--- src/rtl/yutorina_decode_pkg.sv ---
// Shared decode definitions: field positions, opcode map, active-low enable
// levels and the ID/EX bubble control value.
package yutorina_decode_pkg;

   localparam int WORD_W = 32;
   localparam int REG_AW = 5;
   localparam int OP_W   = 6;

   localparam int OP_LSB = 26;
   localparam int RA_LSB = 21;
   localparam int RB_LSB = 16;
   localparam int RD_LSB = 11;
   localparam int IMM_W  = 16;

   localparam logic [5:0] OP_R       = 6'h00;
   localparam logic [5:0] OP_ALUI_LO = 6'h01;
   localparam logic [5:0] OP_ALUI_HI = 6'h0F;
   localparam logic [5:0] OP_LOAD    = 6'h10;
   localparam logic [5:0] OP_STORE   = 6'h11;
   localparam logic [5:0] OP_BR_LO   = 6'h12;
   localparam logic [5:0] OP_BR_HI   = 6'h13;

   localparam logic WE_ON  = 1'b0;
   localparam logic WE_OFF = 1'b1;

   typedef enum logic [2:0] {
      CLS_R, CLS_ALUI, CLS_LOAD, CLS_STORE, CLS_BRANCH, CLS_NOP
   } insn_class_e;

   typedef struct packed {
      logic valid;
      logic we_;
      logic mem_read;
      logic mem_write;
   } idex_ctl_t;

   localparam idex_ctl_t CTL_BUBBLE = '{valid: 1'b0, we_: WE_OFF, mem_read: 1'b0, mem_write: 1'b0};

   function automatic insn_class_e classify(input logic [5:0] op);
      if (op == OP_R)                           return CLS_R;
      if (op >= OP_ALUI_LO && op <= OP_ALUI_HI) return CLS_ALUI;
      if (op == OP_LOAD)                        return CLS_LOAD;
      if (op == OP_STORE)                       return CLS_STORE;
      if (op >= OP_BR_LO && op <= OP_BR_HI)     return CLS_BRANCH;
      return CLS_NOP;
   endfunction

endpackage

--- src/rtl/yutorina_operand_forward.sv ---
// One source operand: compares the source register against the EX and MEM
// destinations and, when forwarding is built in, picks the newest value.
module yutorina_operand_forward
   import yutorina_decode_pkg::*;
#(
   parameter int WORD_W = 32,
   parameter int REG_AW = 5,
   parameter bit FWD_EN = 1'b1
) (
   input  logic [REG_AW-1:0] src,
   input  logic              ex_en,
   input  logic              ex_fwd_ok,
   input  logic [REG_AW-1:0] ex_wa,
   input  logic [WORD_W-1:0] ex_data,
   input  logic              mem_en,
   input  logic [REG_AW-1:0] mem_wa,
   input  logic [WORD_W-1:0] mem_data,
   input  logic [WORD_W-1:0] gpr_data,
   output logic [WORD_W-1:0] operand,
   output logic              ex_match,
   output logic              mem_match
);

   // $0 never matches: it is hard-wired and never has a pending write
   assign ex_match  = ex_en  && (src != '0) && (src == ex_wa);
   assign mem_match = mem_en && (src != '0) && (src == mem_wa);

   always_comb begin
      operand = gpr_data;
      if (FWD_EN) begin
         if (ex_match && ex_fwd_ok) operand = ex_data;
         else if (mem_match)        operand = mem_data;
      end
   end

endmodule

--- src/rtl/yutorina_decode_stage.sv ---
// Decode / operand-fetch stage feeding the ID/EX register.
// Build option YUTORINA_DECODE_FORWARD_EN: EX/MEM forwarding; otherwise RAW stalls.
module yutorina_decode_stage
   import yutorina_decode_pkg::*;
#(
   parameter int WORD_W = 32,
   parameter int REG_AW = 5,
   parameter int OP_W   = 6
) (
   input  logic              clock,
   input  logic              reset,
   input  logic              if_valid,
   input  logic [WORD_W-1:0] if_pc,
   input  logic [WORD_W-1:0] if_insn,
   output logic [REG_AW-1:0] gpr_addr0,
   input  logic [WORD_W-1:0] gpr_data0,
   output logic [REG_AW-1:0] gpr_addr1,
   input  logic [WORD_W-1:0] gpr_data1,
   input  logic [WORD_W-1:0] ex_result,
   input  logic              mem_we_,
   input  logic [REG_AW-1:0] mem_wa,
   input  logic [WORD_W-1:0] mem_wd,
   input  logic              stall_in,
   input  logic              flush,
   output logic              id_stall,
   output logic              id_valid,
   output logic [WORD_W-1:0] id_pc,
   output logic [OP_W-1:0]   id_op,
   output logic [WORD_W-1:0] id_a,
   output logic [WORD_W-1:0] id_b,
   output logic [WORD_W-1:0] id_imm,
   output logic [REG_AW-1:0] id_wa,
   output logic              id_we_,
   output logic              id_mem_read,
   output logic              id_mem_write
);

`ifdef YUTORINA_DECODE_FORWARD_EN
   localparam bit FWD_EN = 1'b1;
`else
   localparam bit FWD_EN = 1'b0;
`endif

   logic [OP_W-1:0]   op;
   logic [REG_AW-1:0] ra, rb, rd;
   logic [IMM_W-1:0]  imm;

   assign op  = if_insn[OP_LSB +: OP_W];
   assign ra  = if_insn[RA_LSB +: REG_AW];
   assign rb  = if_insn[RB_LSB +: REG_AW];
   assign rd  = if_insn[RD_LSB +: REG_AW];
   assign imm = if_insn[IMM_W-1:0];

   assign gpr_addr0 = ra;
   assign gpr_addr1 = rb;

   insn_class_e       cls;
   logic              reads_a, reads_b, writes;
   logic [REG_AW-1:0] dst;

   always_comb begin
      cls     = classify(op);
      reads_a = (cls != CLS_NOP);
      reads_b = (cls == CLS_R) || (cls == CLS_STORE) || (cls == CLS_BRANCH);
      writes  = 1'b0;
      dst     = '0;
      case (cls)
         CLS_R:              begin writes = 1'b1; dst = rd; end
         CLS_ALUI, CLS_LOAD: begin writes = 1'b1; dst = rb; end
         default:            ;
      endcase
   end

   logic              ex_en, mem_en;
   logic [WORD_W-1:0] opnd_a, opnd_b;
   logic              ex_hit_a, ex_hit_b, mem_hit_a, mem_hit_b;

   assign ex_en  = id_valid && (id_we_ == WE_ON);
   assign mem_en = (mem_we_ == WE_ON);

   yutorina_operand_forward #(.WORD_W(WORD_W), .REG_AW(REG_AW), .FWD_EN(FWD_EN)) u_fwd_a (
      .src(ra), .ex_en(ex_en), .ex_fwd_ok(!id_mem_read), .ex_wa(id_wa), .ex_data(ex_result),
      .mem_en(mem_en), .mem_wa(mem_wa), .mem_data(mem_wd), .gpr_data(gpr_data0),
      .operand(opnd_a), .ex_match(ex_hit_a), .mem_match(mem_hit_a)
   );

   yutorina_operand_forward #(.WORD_W(WORD_W), .REG_AW(REG_AW), .FWD_EN(FWD_EN)) u_fwd_b (
      .src(rb), .ex_en(ex_en), .ex_fwd_ok(!id_mem_read), .ex_wa(id_wa), .ex_data(ex_result),
      .mem_en(mem_en), .mem_wa(mem_wa), .mem_data(mem_wd), .gpr_data(gpr_data1),
      .operand(opnd_b), .ex_match(ex_hit_b), .mem_match(mem_hit_b)
   );

   // Without forwarding any pending write to a read source must drain first
   logic use_a, use_b, hazard;

   assign use_a  = reads_a && (FWD_EN ? (ex_hit_a && id_mem_read) : (ex_hit_a || mem_hit_a));
   assign use_b  = reads_b && (FWD_EN ? (ex_hit_b && id_mem_read) : (ex_hit_b || mem_hit_b));
   assign hazard = if_valid && (use_a || use_b);

   assign id_stall = hazard || stall_in;

   // ID/EX register: reset and bubble share the same image
   always_ff @(posedge clock) begin
      if (!reset || flush || (!stall_in && (hazard || !if_valid))) begin
         id_valid     <= CTL_BUBBLE.valid;
         id_we_       <= CTL_BUBBLE.we_;
         id_mem_read  <= CTL_BUBBLE.mem_read;
         id_mem_write <= CTL_BUBBLE.mem_write;
         id_pc        <= '0;
         id_op        <= '0;
         id_a         <= '0;
         id_b         <= '0;
         id_imm       <= '0;
         id_wa        <= '0;
      end else if (!stall_in) begin
         id_valid     <= 1'b1;
         id_we_       <= (writes && dst != '0) ? WE_ON : WE_OFF;
         id_mem_read  <= (cls == CLS_LOAD);
         id_mem_write <= (cls == CLS_STORE);
         id_pc        <= if_pc;
         id_op        <= op;
         id_a         <= opnd_a;
         id_b         <= opnd_b;
         id_imm       <= {{(WORD_W-IMM_W){imm[IMM_W-1]}}, imm};
         id_wa        <= dst;
      end
   end

endmodule
--- config.mk ---
export PLATFORM = sky130hd
export DESIGN_NAME = yutorina_decode_stage
export DESIGN_NICKNAME = d
export VERILOG_FILES = /design/src/rtl/yutorina_decode_pkg.sv /design/src/rtl/yutorina_operand_forward.sv /design/src/rtl/yutorina_decode_stage.sv
export SDC_FILE = /design/constraint.sdc
export NUM_CORES = 1
export LEC_CHECK = 0
export ABC_AREA = 1
export BUFFER_PORTS_ARGS = -buffer_cell sky130_fd_sc_hd__buf_2
export CAP_MARGIN = 20
export CORE_AREA = 2 2 137 139
export DETAILED_ROUTE_END_ITERATION = 12
export DIE_AREA = 0 0 139 141
export PLACE_DENSITY_LB_ADDON = 0.15
export SKIP_CTS_REPAIR_TIMING = 1
export SYNTH_ARGS = -nofsm -noshare
export SYNTH_HDL_FRONTEND = slang
export SYNTH_SLANG_ARGS = --single-unit
export TNS_END_PERCENT = 100
--- constraint.sdc ---
create_clock -name clock -period 3.09 [get_ports clock]
set_input_delay 0.618 -clock clock [delete_from_list [all_inputs] [get_ports clock]]
set_output_delay 0.618 -clock clock [all_outputs]
set_load 0.005 [all_outputs]
Yosys cells after proc, flatten, opt, wreduce, memory -nomap -nowiden
Index checks and enable logic that the tools add are counted.
{"block": "classes", "n_reduce_logical": 35, "n_eq_ne": 11, "order_cmp": 4, "mux": 28, "bitwise_logic": 2}
{"operator": "3-bit two-way mux", "n": 10}
{"operator": "5-bit == test", "n": 4}
{"operator": "1-bit two-way mux", "n": 17}
{"operator": "1-bit logical AND", "n": 16}
{"operator": "5-bit nonzero test", "n": 3}
{"operator": "6-bit by 5-bit == test with 1-bit output (second input constant)", "n": 2}
{"operator": "5-bit one-hot mux with 2 select lines", "n": 1}
{"operator": "1-bit logical OR", "n": 9}
{"operator": "3-bit by 2-bit == test with 1-bit output (second input constant)", "n": 2}
{"operator": "6-bit by 1-bit >= comparator with 1-bit output (second input constant)", "n": 1}
{"operator": "6-bit by 5-bit >= comparator with 1-bit output (second input constant)", "n": 1}
{"operator": "6-bit by 4-bit less-or-equal comparator with 1-bit output (second input constant)", "n": 1}
{"operator": "6-bit by 5-bit less-or-equal comparator with 1-bit output (second input constant)", "n": 1}
{"operator": "6-bit zero test", "n": 1}
{"operator": "3-bit by 1-bit == test with 1-bit output (second input constant)", "n": 1}
{"operator": "3-bit == test (second input constant)", "n": 1}
{"operator": "1-bit zero test", "n": 3}
{"operator": "3-bit zero test", "n": 1}
{"operator": "3-bit inequality test (second input constant)", "n": 1}
{"operator": "3-bit OR reduction", "n": 1}
{"operator": "1-bit NOT", "n": 2}
{"operator": "2-bit OR reduction", "n": 1}
{"block": "word_totals", "out_inout_bits": 154, "elab_cells": 90, "input_bits": 203, "register_bits": 127}

Depth between registers and ports, before layout
Gate-level depths: netlist (run 1).
{"block": "depth", "word_depth": 27, "mapped_depth": 13, "mapped_depth_nobuf": 11}

By module
From an unflattened synthesis (run 1), not the netlist that was laid out.
{"block": "unflattened", "cells_unflattened": 807, "hier_area_um2": 5788.1}
{"module": "yutorina_decode_stage", "cells_each": 625, "area_per_inst_um2": 4857.2, "instances": 1}
{"module": "yutorina_operand_forward", "cells_each": 91, "area_per_inst_um2": 465.4, "instances": 2}

Worst setup path before layout (run 1)
No wires, ideal clock.
{"block": "synth_timing", "path_type": "input-to-output", "start": "input port if_insn[26]", "end": "output port id_stall", "required_ns": 2.472, "slack_ns": 1.232, "t_arrival_ns": 1.240, "path_stages": 7, "n_path_buf": 0, "path_cell_list": "nor2_2 > nand3_1 > nand3_1 > nand3_1 > nand2_1 > nand2_1 > nand2_1"}
{"block": "synth_between", "elab_chain_cells": 19}
{"element": "start: declaration", "line_no": "yutorina_decode_stage.sv:14", "rtl": "input logic [WORD_W-1:0] if_insn,"}
{"element": "6-bit by 5-bit >= comparator with 1-bit output or 6-bit by 5-bit less-or-equal comparator with 1-bit output (tied branches)", "line_no": "yutorina_decode_pkg.sv:44", "rtl": "if (op >= OP_BR_LO && op <= OP_BR_HI) return CLS_BRANCH;"}
{"element": "1-bit logical AND", "line_no": "yutorina_decode_pkg.sv:44"}
{"element": "1-bit two-way mux (2 in a row)", "line_no": "yutorina_decode_pkg.sv:44"}
{"element": "1-bit two-way mux", "line_no": "yutorina_decode_pkg.sv:43", "rtl": "if (op == OP_STORE) return CLS_STORE;"}
{"element": "1-bit two-way mux", "line_no": "yutorina_decode_pkg.sv:42", "rtl": "if (op == OP_LOAD) return CLS_LOAD;"}
{"element": "1-bit two-way mux", "line_no": "yutorina_decode_pkg.sv:41", "rtl": "if (op >= OP_ALUI_LO && op <= OP_ALUI_HI) return CLS_ALUI;"}
{"element": "3-bit two-way mux", "line_no": "yutorina_decode_pkg.sv:45", "rtl": "return CLS_NOP;"}
{"element": "3-bit two-way mux", "line_no": "yutorina_decode_pkg.sv:44"}
{"element": "3-bit two-way mux", "line_no": "yutorina_decode_pkg.sv:43"}
{"element": "3-bit two-way mux", "line_no": "yutorina_decode_pkg.sv:42"}
{"element": "3-bit two-way mux (*)", "line_no": "yutorina_decode_pkg.sv:41"}
{"element": "3-bit by 2-bit == test with 1-bit output or 3-bit zero test (tied branches)", "line_no": "yutorina_decode_stage.sv:64", "rtl": "reads_b = (cls == CLS_R) || (cls == CLS_STORE) || (cls == CLS_BRANCH);"}
{"element": "1-bit logical OR (2 in a row)", "line_no": "yutorina_decode_stage.sv:64"}
{"element": "1-bit logical AND", "line_no": "yutorina_decode_stage.sv:97", "rtl": "assign use_b = reads_b && (FWD_EN ? (ex_hit_b && id_mem_read) : (ex_hit_b || mem_hit_b));"}
{"element": "1-bit logical OR (*)", "line_no": "yutorina_decode_stage.sv:98", "rtl": "assign hazard = if_valid && (use_a || use_b);"}
{"element": "1-bit logical AND (*)", "line_no": "yutorina_decode_stage.sv:98"}
{"element": "1-bit logical OR (*)", "line_no": "yutorina_decode_stage.sv:100", "rtl": "assign id_stall = hazard || stall_in;"}
{"element": "end: declaration", "line_no": "yutorina_decode_stage.sv:25", "rtl": "output logic id_stall,"}
Mark *: on every way between the ends. The rest lies on a longest branch, timed or not. The select of a mux whose other input is x is not followed.

Worst setup path after layout (run 1)
{"block": "layout_timing", "start": "register id_valid", "end": "output port id_stall"}
{"block": "layout_between", "elab_chain_cells": 8}
{"element": "start: declaration", "line_no": "yutorina_decode_stage.sv:26", "rtl": "output logic id_valid,"}
{"element": "start signal: assignment", "line_no": "yutorina_decode_stage.sv:105", "rtl": "id_valid <= CTL_BUBBLE.valid;"}
{"element": "1-bit logical AND (*)", "line_no": "yutorina_decode_stage.sv:78", "rtl": "assign ex_en = id_valid && (id_we_ == WE_ON);"}
{"element": "1-bit logical AND (2 in a row)", "line_no": "yutorina_operand_forward.sv:25", "rtl": "assign ex_match = ex_en && (src != '0) && (src == ex_wa);"}
{"element": "1-bit logical OR, on equally long branches", "line_no": "yutorina_decode_stage.sv:96, yutorina_decode_stage.sv:97"}
{"element": "1-bit logical AND, on equally long branches", "line_no": "yutorina_decode_stage.sv:96, yutorina_decode_stage.sv:97"}
{"element": "1-bit logical OR (*)", "line_no": "yutorina_decode_stage.sv:98"}
{"element": "1-bit logical AND (*)", "line_no": "yutorina_decode_stage.sv:98"}
{"element": "1-bit logical OR (*)", "line_no": "yutorina_decode_stage.sv:100"}
Mark *: on every way between the ends. The rest lies on a longest branch, timed or not.

==> run_results.csv, run 1 <==
group,metric,value,unit
run_status,status,"finished, final reports clean",
logic_synthesis,synth_top_area_share,47.7,%
placed_design,pre_cts_slack,685,ps
route,wirelength,14600,um
pwr,finalPower,4.20,mW
logic_synthesis,syn_nets,799,
floorplanning,die_x,139,um
logic_synthesis,synth_mux_area_share,21.8,%
grt,antenna_found_initial,0,
sta,setup_viol,0,
logic_synthesis,yosys_warnings,0,
hold_path,holdCritPathClass,"in2reg",
logic_synthesis,synth.avg_cell_area,8.95,um^2
sta,slew_headroom,39.5,%
clock_tree,h-tree-depth,4,
logic_synthesis,synth_most_common_cell,"dfxtp_1",
logic_synthesis,synth-simple-area-share,20.1,%
clock_tree,cts_tree,"built",
route,vias_per_cell,4.17,
pwr,power_density,568,mW/mm^2
setup_path,r2r_end,"id_a[14]$_SDFFE_PP0N_",
final_layout,seq_area,0.00254,mm^2
logic_synthesis,ys_types,22,
hold_path,hold_start,"gpr_data1[15]",
sta,rsz0062_at_grt,"false",
final_layout,finalInstanceArea,0.00739,mm^2
sta,final.setup_skew,8.40,ps
route,drtIter0Drc,209,
sta,max_freq,0.437,GHz
flow_run,maxCapViolCount,0,
sta,whs,452,ps
logic_synthesis,synthTopCellsByArea,"dfxtp_1 48%, mux2i_1 22%, nor2_1 8.8%",
logic_synthesis,synth_top_family_by_area,"multiplexers",
setup_path,path_max_fanout,3,
final_layout,n_fill_cell,1926,
sta,final_max_slew_viol_count,0,
logic_synthesis,synthCells,596,
logic_synthesis,synthesis.area,0.00534,mm^2
final_layout,fin_cells,1102,
route,wl_per_cell,13.3,um
floorplanning,core,0.0183,mm^2
setup_path,reg2reg_depth,11,
route,ant_nets,0,
pwr,power.switching,0.966,mW
floorplanning,fp.dieH,141,um
pwr,peakVddDrop,339,uV
floorplanning,start_util,29.2,%
sta,fin_ws,802,ps
route,drc,0,
floorplanning,placementRows,50,
route,vias,4598,
setup_path,cp.arrival,1670,ps
clock_tree,worstSkewPairLatency,410,ps
placed_design,postPlaceCellArea,0.00679,mm^2
pwr,swShare,23.0,%
final_layout,utilization,40.5,%
pwr,combPwrFrac,10.0,%
grt,gr-total-overflow,0,
final_layout,final_nets,1059,
clock_tree,cts.sinks,127,
final_layout,syn_to_final_growth,38.5,%
setup_path,reg2reg_from,"id_valid$_SDFFE_PP0N_",
clock_tree,cts_made_buffers,17,
pwr,share_seq_of_total_power,40.6,%
placed_design,place_inst,1071,
sta,fin_crit_sh,74.0,%
setup_path,endpoint,"id_stall",
logic_synthesis,ys_async_sr_fraction,0,%
logic_synthesis,yosysSeqAreaShare,47.7,%
floorplanning,ioPinCount,357,
logic_synthesis,synth_edf_count,0,
floorplanning,die_area,0.0196,mm^2
setup_path,cp-startpoint,"id_valid$_SDFFE_PP0N_",
setup_path,required,2470,ps
sta,worstMarginPinSlew,908,ps
final_layout,multi_input_comb_area,0.00231,mm^2
sta,period_minus_slack,2290,ps
placed_design,dpl.hpwl,10700,um
clock_tree,root_buffer,"clkbuf_16",
pwr,p_clk_share,49.3,%
placed_design,io_buffers,292,
grt,grtUsageTotal,14.6,%
clock_tree,clk_pin_slew,60,ps
sta,hold_viol,0,
setup_path,critPathKind,"reg2out",
setup_path,endpoint_kind,"primary output",
final_layout,layout-drive-gt1-share,41.3,%
grt,grt_pass1_wl,23000,um
setup_path,cp-start-kind,"register",
grt,grt_max_degree,125,
logic_synthesis,synth_xor_xnor_area_share,0,%
clock_tree,cts.path.max_buffers,2,
sta,timing.setup.tns,0,ps
logic_synthesis,synthTopCellsByCount,"127 x dfxtp_1, 125 x nor2_1, 116 x mux2i_1, 79 x nand2_1, 28 x buf_4",
setup_path,ff2ff_setup_slack,1110,ps
logic_synthesis,ys_ff_latch,127,
logic_synthesis,synth_compound_area_share,1.50,%
pwr,p_leak,4.01,nW
route,dr.pass1.iters,4,
placed_design,gp_congestion,0.813,
grt,grt_pass1_vias,4532,
pwr,intPower,3.23,mW
logic_synthesis,synth_ff_type,"dfxtp_1",
logic_synthesis,synthAdderAreaFrac,0,%
logic_synthesis,yosysTopAreaCell,"dfxtp_1",
state kept, by name, summed over array words and instances (netlist names):
| signal | flops |
|---|---|
| id_mem_write | 1 |
| id_wa | 5 |
| id_imm | 16 |
| id_valid | 1 |
| id_op | 6 |
| id_a | 32 |
| id_we_ | 1 |
| id_b | 32 |
| id_pc | 32 |
| id_mem_read | 1 |
per-layer routing:
| layer | vias to the layer above | global-route usage, % | wire length (um) |
|---|---|---|---|
| met3 | 13 | 5.03 | 942 |
| met4 | 0 | 4.73 | 210 |
| li1 | 2416 | - | - |
| met2 | 142 | 25.5 | 7230 |
| met1 | 2027 | 16.9 | 6230 |
| met5 | - | 0 | 0 |
cell type report:
| type | instances | area share [%] |
|---|---|---|
| multi-input cells | 386 | 31.3 |
| clock buffers | 20 | 5.91 |
| clock inverters | 10 | 2.24 |
| repair buffers | 295 | 20.7 |
| well taps | 234 | 3.96 |
| diodes | 1 | 0.0339 |
| flip-flops and latches | 127 | 34.4 |
| inverters | 29 | 1.47 |
power groups by stage:
| stage | Sequential [mW] | Clock [mW] | Combinational, mW |
|---|---|---|---|
| floorplan | 1.75 | 0 | 0.245 |
| global placement | 1.74 | 0 | 0.429 |
| detailed placement | 1.74 | 0 | 0.428 |
| CTS | 1.71 | 2.13 | 0.429 |
| global route | 1.71 | 2.20 | 0.471 |
| finish | 1.71 | 2.07 | 0.421 |
cells by family after synthesis:
family / Yosys count
flops: 127
mux: 116
buf+inv: 83
compound gates: 16
simple gates: 254
how the worst min path moves through the flow:
stage,end,cells past startpoint
final,id_b[15]$_SDFFE_PP0N_,3
after global routing,id_a[18]$_SDFFE_PP0N_,3
after CTS,id_imm[7]$_SDFFE_PP0N_,3
after detailed placement,id_b[24]$_SDFFE_PP0N_,2
after global placement,id_a[7]$_SDFFE_PP0N_,2
after floorplan,id_valid$_SDFFE_PP0N_,2
worst max-delay path, cell delays in order, from the launching register on:
cell	delay, ps
dfxtp_1	360
inv_1	50
nor2_1	170
nand3_1	90
nand3b_1	160
nand2_1	80
nand2_1	60
nand2_1	60
nand2_1	40
nand2_1	80
buf_2	120
layout by cell type, fill, tap and decap left out:
master	instances
buf_2	291
dfxtp_1	127
nor2_1	125
mux2i_1	116
nand2_1	79
nor2_2	24
inv_1	21
clkbuf_16	17
nand3_1	15
o21ai_0	9
inv_2	8
a21oi_1	6
clkinv_4	4
bufinv_16	4
nor3_1	3
nand4_1	3
clkbuf_1	3
buf_12	3
nor2_4	2
clkinv_2	2
diode_2	1
nand3b_1	1
o21ai_1	1
nand2_2	1
nand2_4	1
buf_6	1
Power figures use the tool's default switching activity.
==> run 2, diff against run 1 <==
Settings changed: ABC_AREA 1 to 0.
Clock period 3.09 ns to 2.3 ns, I/O delays scaled along.
==> run_results.csv, run 2 <==
group,metric,value,unit
logic_synthesis,synthCells,388,
pwr,power.switching,1.21,mW
logic_synthesis,synth_edf_count,0,
sta,setup_viol,0,
setup_path,critPathMaxStageDelay,540,ps
sta,final_max_slew_viol_count,0,
logic_synthesis,ys_types,34,
logic_synthesis,synthAdderAreaFrac,0,%
final_layout,n_antenna_cell,0,
logic_synthesis,yosysTopAreaCell,"dfxtp_1",
setup_path,endpoint_kind,"primary output",
setup_path,cp-start-kind,"primary input",
pwr,swShare,22.9,%
logic_synthesis,synthTopCellsByCount,"127 x dfxtp_1, 118 x a22o_1, 26 x buf_4, 19 x xnor2_1, 16 x clkbuf_1",
floorplanning,core,0.0183,mm^2
pwr,combPwrFrac,7.3,%
logic_synthesis,yosys_warnings,0,
clock_tree,cts_made_buffers,17,
logic_synthesis,synth.avg_cell_area,12.2,um^2
hold_path,min_to,"id_pc[21]$_SDFFE_PP0N_",
route,vias_per_cell,4.52,
clock_tree,root_buffer,"clkbuf_16",
setup_path,path_max_fanout,6,
hold_path,hold_start,"if_pc[21]",
logic_synthesis,synth-simple-area-share,3.46,%
grt,gr-total-overflow,0,
clock_tree,clk_pin_slew,60,ps
floorplanning,fp.dieH,141,um
placed_design,place_inst,873,
floorplanning,placementRows,50,
logic_synthesis,ys_async_sr_fraction,0,%
grt,grt_pass1_vias,4026,
route,wl_per_cell,15.4,um
logic_synthesis,synth_ff_type,"dfxtp_1",
setup_path,cp_slowest_cell,"or4_4",
setup_path,required,1840,ps
final_layout,final_common_cell,"buf_2",
grt,grt_pass1_wl,21200,um
placed_design,gp_congestion,0.828,
final_layout,fin_cells,904,
clock_tree,cts.sinks,127,
setup_path,cp_common_cell,"buf_2",
sta,fin_crit_sh,97.1,%
logic_synthesis,yosysSeqAreaShare,53.7,%
hold_path,holdPathStages,2,
logic_synthesis,synth_mux_area_share,1.06,%
hold_path,holdCritPathClass,"in2reg",
pwr,intPower,4.07,mW
final_layout,layout-drive-gt1-share,51.8,%
placed_design,pre_cts_slack,-67.3,ps
route,drtIter0Drc,125,
final_layout,n_fill_cell,1841,
final_layout,final_nets,862,
sta,period_minus_slack,2230,ps
floorplanning,die_area,0.0196,mm^2
final_layout,largest_registers,"id_a (32), id_b (32), id_pc (32)",
logic_synthesis,syn_nets,591,
route,dr.pass1.iters,4,
setup_path,critPathKind,"in2out",
clock_tree,h-tree-depth,4,
route,wirelength,13900,um
setup_path,path_cells,"buf_2 -> or4_4 -> nor2_2 -> nor4_2 -> a22oi_2 -> o21bai_1 -> buf_2",
setup_path,ff2ff_setup_slack,400,ps
pwr,peakVddDrop,441,uV
placed_design,dpl.hpwl,9970,um
pwr,power_density,782,mW/mm^2
logic_synthesis,synthTopCellsByArea,"dfxtp_1 54%, a22o_1 22%, buf_12 4.7%",
final_layout,utilization,37.0,%
grt,grt_max_degree,64,
setup_path,reg2reg_from,"id_wa[0]$_SDFFE_PP0N_",
setup_path,crit_family,"simple AND/OR/NAND/NOR gates",
grt,antenna_found_initial,0,
logic_synthesis,ys_ff_latch,127,
logic_synthesis,synthesis.area,0.00473,mm^2
floorplanning,start_util,25.9,%
flow_run,maxCapViolCount,0,
route,drc,0,
sta,worstMarginPinSlew,513,ps
sta,fin_ws,66.5,ps
pwr,finalPower,5.28,mW
grt,grtUsageTotal,13.5,%
logic_synthesis,synth_top_area_share,53.7,%
final_layout,syn_to_final_growth,42.7,%
floorplanning,ioPinCount,357,
setup_path,r2r_end,"id_b[16]$_SDFFE_PP0N_",
sta,whs,261,ps
pwr,share_seq_of_total_power,43.0,%
logic_synthesis,synth_xor_xnor_area_share,3.89,%
setup_path,critPathBufInv,2,
setup_path,reg2reg_depth,7,
logic_synthesis,synth_most_common_cell,"dfxtp_1",
floorplanning,die_x,139,um
run_status,status,"finished, final reports clean",
setup_path,cp.arrival,1770,ps
sta,hold_viol,0,
sta,final.setup_skew,9.37,ps
clock_tree,worstSkewPairLatency,400,ps
sta,max_freq,0.448,GHz
clock_tree,cts.path.max_buffers,2,
pwr,p_leak,3.36,nW
logic_synthesis,synth_compound_area_share,27.0,%
final_layout,layout_common_cells,"292 x buf_2, 126 x dfxtp_1, 118 x a22o_1, 19 x xnor2_1, 17 x clkbuf_16",
pwr,p_clk_share,49.7,%
logic_synthesis,synth_top_family_by_area,"compound AO/OA/AOI/OAI gates",
placed_design,io_buffers,292,
route,ant_nets,0,
clock_tree,cts_tree,"built",
route,vias,4086,
sta,slew_headroom,65.7,%
## run 2: cell types whose count changed after synthesis, moves of 18 or more
| cell | before | now |
|---|---|---|
| nor2_2 | 24 | 1 |
| a22o_1 | 0 | 118 |
| nor2_1 | 125 | 3 |
| mux2i_1 | 116 | 5 |
| nand2_1 | 79 | 4 |
| xnor2_1 | 0 | 19 |
| inv_1 | 21 | 3 |
## run 2: layout make-up
cell class | count | area (um^2) | area share, %
Sequential cell | 127 | 2540 | 37.7
Tap cell | 234 | 293 | 4.33
Clock buffer | 18 | 439 | 6.50
Clock inverter | 12 | 139 | 2.06
Multi-Input combinational cell | 202 | 1700 | 25.1
Inverter | 3 | 11.3 | 0.167
Timing Repair Buffer | 308 | 1630 | 24.2
## run 2: kinds of logic after synthesis
kind of cell	count (synthesis)
AO/OA/AOI/OAI	148
XOR/XNOR	21
buffers and inverters	59
flip-flops	127
multiplexers	5
AND/OR/NAND/NOR	28
## run 2: worst max-delay path by stage
| stage | slack (ps) | end | startpoint | cells after the start |
|---|---|---|---|---|
| 2_1_floorplan | 130 | id_stall | if_insn[28] | 4 |
| 3_3_place_gp | -60 | id_pc[3]$_SDFFE_PP0N_ | if_insn[20] | 7 |
| 3_5_place_dp | -70 | id_b[19]$_SDFFE_PP0N_ | if_insn[20] | 7 |
| 4_1_cts | 30 | id_stall | id_wa[2]$_SDFFE_PP0N_ | 6 |
| 5_1_grt | -2 | id_stall | if_insn[20] | 7 |
| 6_report | 70 | id_stall | if_insn[20] | 7 |
## run 2: per-stage QoR
step	TNS, ps	cell area, um^2
finish	0	6750
global route	-1.94	6750
CTS	0	6730
detailed placement	-3770	6150
global placement	-4000	6150
floorplan	0	4730
## run 2: power groups by stage
stage | Combinational [mW] | Clock, mW | Sequential, mW
after floorplan | 0.173 | 0 | 2.32
after global placement | 0.380 | 0 | 2.32
after detailed placement | 0.384 | 0 | 2.32
after CTS | 0.386 | 2.71 | 2.27
after global routing | 0.423 | 2.80 | 2.27
final | 0.385 | 2.63 | 2.27
## run 2: per-layer routing
layer / wire (um) / GRT usage [%] / vias up
met5: 0 / 0 / -
met3: 1050 / 4.31 / 12
met1: 6330 / 17.5 / 1886
li1: - / - / 1998
met2: 6350 / 21.2 / 190
met4: 161 / 4.68 / 0
## run 2: worst register-to-register path, delay by kind of cell, from the launching register on
family	cells	cell delay, ps
AND/OR/NAND/NOR	1	130
flip-flops	1	410
XOR/XNOR	1	100
AO/OA/AOI/OAI	3	750
buffers and inverters	2	460
